==> src/rtl/snake_dir_ctrl.sv <==
// Snake direction controller: sync + debounce five buttons, filter reversals, queue commands per tick.
// Optional macro SNAKE_DIR_REVERSE_EN drops the opposite-direction filter (debug/easy mode).
module snake_dir_ctrl #(
  parameter int DEBOUNCE_CYCLES = 1000000,
  parameter int QUEUE_DEPTH     = 4
) (
  input  logic                         clk,
  input  logic                         rst_n,
  input  logic                         up,
  input  logic                         down,
  input  logic                         left,
  input  logic                         right,
  input  logic                         center,
  input  logic                         tick,
  output logic [4:0]                   go,
  output logic                         restart_pulse,
  output logic [$clog2(QUEUE_DEPTH):0] q_count,
  output logic                         overflow
);

  localparam int CW = (DEBOUNCE_CYCLES > 1) ? $clog2(DEBOUNCE_CYCLES) : 1;
  localparam int PW = $clog2(QUEUE_DEPTH);
  localparam int NW = PW + 1;
  localparam logic [CW-1:0] CNT_MAX = CW'(DEBOUNCE_CYCLES - 1);

  // Direction codes: 0 up, 1 down, 2 left, 3 right; code^1 is the opposite direction.
  function automatic logic [4:0] dir_onehot(input logic [1:0] code);
    case (code)
      2'd0:    return 5'b00001;
      2'd1:    return 5'b00010;
      2'd2:    return 5'b00100;
      2'd3:    return 5'b01000;
      default: return 5'b00000;
    endcase
  endfunction

  logic [4:0]    sync1_q, sync1_d, sync2_q, sync2_d;
  logic [4:0]    deb_q, deb_d, deb_dly_q, deb_dly_d;
  logic [CW-1:0] cnt_q [5];
  logic [CW-1:0] cnt_d [5];
  logic [1:0]    mem_q [QUEUE_DEPTH];
  logic [1:0]    mem_d [QUEUE_DEPTH];
  logic [PW-1:0] rd_q, rd_d, wr_q, wr_d;
  logic [NW-1:0] q_count_q, q_count_d;
  logic [4:0]    go_q, go_d;
  logic          restart_q, restart_d, overflow_q, overflow_d;

  logic [4:0] rise_s;
  logic       dir_ev_s, ctr_ev_s, go_ref_vld_s, ref_vld_s;
  logic       dup_s, rev_s, accept_s, full_s, push_s, pop_s;
  logic [1:0] dir_code_s, go_ref_code_s, tail_code_s, ref_code_s;

  // Synchroniser pipeline and per-button debounce counters.
  always_comb begin
    sync1_d   = {center, right, left, down, up};
    sync2_d   = sync1_q;
    deb_d     = deb_q;
    deb_dly_d = deb_q;
    cnt_d     = cnt_q;
    for (int i = 0; i < 5; i++) begin
      if (sync2_q[i] != deb_q[i]) begin
        if (cnt_q[i] == CNT_MAX) begin
          deb_d[i] = sync2_q[i];
          cnt_d[i] = '0;
        end else begin
          cnt_d[i] = cnt_q[i] + CW'(1);
        end
      end else begin
        cnt_d[i] = '0;
      end
    end
  end

  assign rise_s = deb_q & ~deb_dly_q;

  // Fixed-priority pick of one press event: up > down > left > right > center.
  always_comb begin
    dir_ev_s   = 1'b0;
    ctr_ev_s   = 1'b0;
    dir_code_s = 2'd0;
    if (rise_s[0]) begin
      dir_ev_s   = 1'b1;
      dir_code_s = 2'd0;
    end else if (rise_s[1]) begin
      dir_ev_s   = 1'b1;
      dir_code_s = 2'd1;
    end else if (rise_s[2]) begin
      dir_ev_s   = 1'b1;
      dir_code_s = 2'd2;
    end else if (rise_s[3]) begin
      dir_ev_s   = 1'b1;
      dir_code_s = 2'd3;
    end else if (rise_s[4]) begin
      ctr_ev_s = 1'b1;
    end else begin
      dir_ev_s = 1'b0;
    end
  end

  // Decode the current heading; idle/restart has no reference direction.
  always_comb begin
    go_ref_vld_s  = 1'b1;
    go_ref_code_s = 2'd0;
    case (go_q)
      5'b00001: go_ref_code_s = 2'd0;
      5'b00010: go_ref_code_s = 2'd1;
      5'b00100: go_ref_code_s = 2'd2;
      5'b01000: go_ref_code_s = 2'd3;
      default:  go_ref_vld_s  = 1'b0;
    endcase
  end

  assign tail_code_s = mem_q[wr_q - PW'(1)];
  assign ref_vld_s   = (q_count_q != '0) || go_ref_vld_s;
  assign ref_code_s  = (q_count_q != '0) ? tail_code_s : go_ref_code_s;
  assign dup_s       = ref_vld_s && (dir_code_s == ref_code_s);
`ifdef SNAKE_DIR_REVERSE_EN
  assign rev_s       = 1'b0;
`else
  assign rev_s       = ref_vld_s && (dir_code_s == (ref_code_s ^ 2'b01));
`endif
  assign accept_s    = dir_ev_s && !dup_s && !rev_s;
  assign full_s      = (q_count_q == NW'(QUEUE_DEPTH));
  assign push_s      = accept_s && !full_s;
  assign pop_s       = tick && (q_count_q != '0);

  // Command queue, heading update and status flags; center overrides any tick.
  always_comb begin
    mem_d      = mem_q;
    rd_d       = rd_q;
    wr_d       = wr_q;
    q_count_d  = q_count_q;
    go_d       = go_q;
    restart_d  = 1'b0;
    overflow_d = overflow_q;
    if (ctr_ev_s) begin
      rd_d       = wr_q;
      q_count_d  = '0;
      go_d       = 5'b10000;
      restart_d  = 1'b1;
      overflow_d = 1'b0;
    end else begin
      if (push_s) begin
        mem_d[wr_q] = dir_code_s;
        wr_d        = wr_q + PW'(1);
      end else begin
        wr_d = wr_q;
      end
      if (pop_s) begin
        go_d = dir_onehot(mem_q[rd_q]);
        rd_d = rd_q + PW'(1);
      end else begin
        rd_d = rd_q;
      end
      if (accept_s && full_s) begin
        overflow_d = 1'b1;
      end else begin
        overflow_d = overflow_q;
      end
      q_count_d = q_count_q + NW'(push_s) - NW'(pop_s);
    end
  end

  // State registers with synchronous active-low reset.
  always_ff @(posedge clk) begin
    if (!rst_n) begin
      sync1_q    <= 5'b00000;
      sync2_q    <= 5'b00000;
      deb_q      <= 5'b00000;
      deb_dly_q  <= 5'b00000;
      for (int i = 0; i < 5; i++) cnt_q[i] <= '0;
      for (int j = 0; j < QUEUE_DEPTH; j++) mem_q[j] <= 2'd0;
      rd_q       <= '0;
      wr_q       <= '0;
      q_count_q  <= '0;
      go_q       <= 5'b00000;
      restart_q  <= 1'b0;
      overflow_q <= 1'b0;
    end else begin
      sync1_q    <= sync1_d;
      sync2_q    <= sync2_d;
      deb_q      <= deb_d;
      deb_dly_q  <= deb_dly_d;
      cnt_q      <= cnt_d;
      mem_q      <= mem_d;
      rd_q       <= rd_d;
      wr_q       <= wr_d;
      q_count_q  <= q_count_d;
      go_q       <= go_d;
      restart_q  <= restart_d;
      overflow_q <= overflow_d;
    end
  end

  assign go            = go_q;
  assign restart_pulse = restart_q;
  assign q_count       = q_count_q;
  assign overflow      = overflow_q;

endmodule

==> config.mk <==
export PLATFORM = sky130hd
export DESIGN_NAME = snake_dir_ctrl
export DESIGN_NICKNAME = d
export VERILOG_FILES = /design/src/rtl/snake_dir_ctrl.sv
export SDC_FILE = /design/constraint.sdc
export NUM_CORES = 1
export LEC_CHECK = 0
export CORE_ASPECT_RATIO = 0.75
export CORE_MARGIN = 8
export CORE_UTILIZATION = 60
export DETAILED_ROUTE_END_ITERATION = 12
export PLACE_DENSITY = 0.81
export RECOVER_POWER = 25
export SYNTH_ARGS = -nofsm -noshare
export SYNTH_HDL_FRONTEND = slang
export SYNTH_SLANG_ARGS = --single-unit
==> constraint.sdc <==
create_clock -name clk -period 5 [get_ports clk]
set_clock_uncertainty 0.1 [all_clocks]
set_input_delay 1 -clock clk [delete_from_list [all_inputs] [get_ports clk]]
set_output_delay 1 -clock clk [all_outputs]
set_load 0.05 [all_outputs]
==> results.md <==
* Status: finished clean
* WP data required at 5.20 ns
* Worst hold path cell count at 1
* Post-Synth Simple-Gate Area at 27.7%
* Width of the die at 133 µm
* CP endpoint kind: register
* HPWL after DPL at 7820 µm
* Post-synth top area cell: dfxtp_1
* Share of the synthesized area in the top cell type at 46.4%
* Clk_lat worst skew at 0.42 ns
* Fin crit share at 66.4%
* CTS Hold Bufs at 0
* R2r endpoint: q_count[2]
* Routed WL per cell at 13.6 µm
* Complex-gate fraction of the synthesized area at 2.31%
* Post-detailed-route via-to-cell ratio at 5.41
* Root Driver: clkbuf_16
* Starting Density at 60.5%
* IO buf count at 17
* R2r setup slk at 1.68 ns
* Drt total wl at 11500 µm
* Post-CTS Setup Inserts at 0
* Minimum clock period at 3.32 ns
* Mapped cell area at 6130 µm²
* Reg-to-Reg Start: wr_q[0]
* Clock Path Buffers at 2
* 1st-pass router iterations at 5
* Primary FF master, synth: dfxtp_1
* DIE AREA at 13700 µm²
* RSZ-0062 raised after global routing: no
* Most frequent cell after synthesis: dfxtp_1
* Syn_nets at 697
* CORE AREA at 10100 µm²
* Hold EP: sync2_q[0]
* CP max FO at 6
* Syn. warnings at 0
* Largest net degree at the start of global routing at 21
* VDD IR max at 0.273 mV
* CTS Sinks at 142
* HP Start: sync1_q[0]
* Synth Instances at 677
* # rows at 32
* Crit path kind: register to register
* Ant diodes at 0
* Hold Path Class: register to register
* CTS tree: built
* Worst path top cell family by delay: adder cells
* Synth top area cells: dfxtp_1, nor2_1, xnor2_1
* Fin Setup TNS at 0 ns
* Via count of the routed design at 4581
* Flop and latch count out of synthesis at 142
* DIE HEIGHT at 104 µm
* Number of synthesized flops with an enable pin at 0
* Mux share of post-synthesis cell area at 3.55%
* Critical Path AT at 3.52 ns
* Number of fill cells in the layout at 733
* Clock Pin Slew Worst Setup and Hold Paths at 0.06 ns
* Starting DRC count in detailed routing at 339
* Share of cells above drive strength 1 at 6.20%
* GR Util All Layers at 17.3%
* Cell Pwr Density at 392 nW/µm²
* GRT overflow at 0
* Worst Setup Start Kind: register
* Worst-Margin Slew at 0.796 ns
* Setup violators final at 0
* Synth Area in Adders at 2.57%
* DRC at 0
* Initial antenna violation count at 0
* Largest family of logic cells by synthesized area: simple AND/OR/NAND/NOR gates
* Area grow syn2layout at 14.4%
* Crit path buffers/inverters at 4
* CTS H-tree depth at 4
* Slew margin rel. at 46.4%
* Final Hold Fails at 0
* Post-Synth XOR/XNOR Area at 14.4%
* FFs w/ async S/R, synth at 0%
* Avg Inst Size Synth at 9.05 µm²
* Fmax at 301 MHz
* Antenna viol nets, final at 0
* TritonCTS Buffers at 17
* Number of global-route vias before repair at 4525
* Slew Limit Fails at 0
* Most frequent CP cell: inv_1
* GP Congestion at 0.845
* Top cells by instance count after synthesis: dfxtp_1, nor2_1, xnor2_1, nand2_1
* Critical path, cell by cell: inv_1 -> ha_1 -> mux4_2 -> nor2_1 -> a311o_4 -> a21boi_4 -> inv_1 -> ha_1 -> inv_1 -> ha_1 -> inv_1 -> fa_1 -> xor2_1 -> xnor2_1 -> nor2_1
* Register area share after synthesis at 46.4%
* Final Net Count at 717
* IO Count at 18
* Max_cap viols at 0
* Leakage power at 2.38 nW
* Yosys cell types at 38
* Resized Gates After CTS at 0
* Pwr Total at 2.75 mW
* Slowest stage delay, CP at 0.46 ns
* Slowest-stage cell, CP: dfxtp_1
* Instance count on the critical path at 15
* Cells on worst reg2reg path at 15
* Global-route wire length before repair at 20200 µm
## stage by stage
| stage | instances | utilization, % | hold slack [ns] | area, µm² | setup WS [ns] |
|---|---|---|---|---|---|
| final | 846 | 69.2 | 0.330 | 7010 | 1.68 |
| after global routing | 846 | 69.2 | 0.341 | 7010 | 1.44 |
| after CTS | 846 | 69.2 | 0.334 | 7010 | 1.68 |
| after detailed placement | 814 | 62.9 | 0.321 | 6370 | 1.70 |
| after global placement | 814 | 62.9 | 0.317 | 6370 | 1.79 |
| after floorplan | 677 | - | 0.312 | 6130 | 1.90 |
## flip-flops by register name, summed over array words and instances, names as in the netlist
signal,flops
cnt_q,100
mem_q,8
deb_dly_d,5
deb_dly_q,5
go,5
sync1_q,5
sync2_q,5
q_count,3
rd_q,2
wr_q,2
overflow,1
restart_pulse,1
## per-layer routing
metal | vias up | global-route usage, % | wire, µm
li1 | 2307 | - | -
met1 | 2156 | 21.2 | 5410
met2 | 99 | 27.6 | 5320
met3 | 19 | 5.41 | 604
met4 | 0 | 7.44 | 173
met5 | - | 0 | 0
## worst max path at each step
stage / start / endpoint
floorplan: wr_q[0] / q_count[2]
detailed placement: wr_q[0] / q_count[2]
global placement: tick / q_count[2]
finish: wr_q[0] / q_count[2]
global route: wr_q[0] / q_count[2]
CTS: wr_q[0] / q_count[2]
## where the power goes
part / switching (mW) / internal (mW) / total [mW]
logic: 0.120 / 0.0772 / 0.197
registers: 0.0269 / 1.15 / 1.18
clock network: 0.462 / 0.906 / 1.37
total: 0.609 / 2.14 / 2.75
## layout by cell type, fill, tap and decap left out, types with 2 or more instances in the layout
cell type,n
a211oi_1,3
a21oi_1,6
a21oi_2,4
and2_0,10
and2_1,12
and3_1,17
and4_1,7
bufinv_16,5
clkbuf_1,2
clkbuf_16,17
clkbuf_8,2
clkdlybuf4s50_1,16
clkinv_2,5
clkinvlp_4,2
dfxtp_1,142
ha_1,11
inv_1,21
mux2i_1,15
mux4_2,3
nand2_1,50
nand2b_1,3
nand3_1,45
nand3_2,2
nand4_1,17
nor2_1,134
nor2b_1,6
nor3_1,21
nor3b_1,2
nor4_1,12
nor4b_1,4
or3_1,2
or4_1,2
xnor2_1,57
xor2_1,44
## area by class of cell
cell class              instances  area (µm²)  area share (%)
well taps                     136         170            2.43
flip-flops and latches        142        2840            40.6
repair buffers                 18         174            2.48
inverters                      21        78.8            1.13
clock inverters                12         190            2.71
clock buffers                  20         457            6.52
multi-input cells             497        3090            44.2
## cells by family (layout without fill, tap and decap cells)
group	count (synthesis)	after routing
simple gates	349	349
mux	18	18
xor+xnor	101	101
flops	142	142
buf+inv	38	71
fa+ha+maj	12	12
compound gates	17	17
No activity file was read; power rests on OpenSTA's default activity.
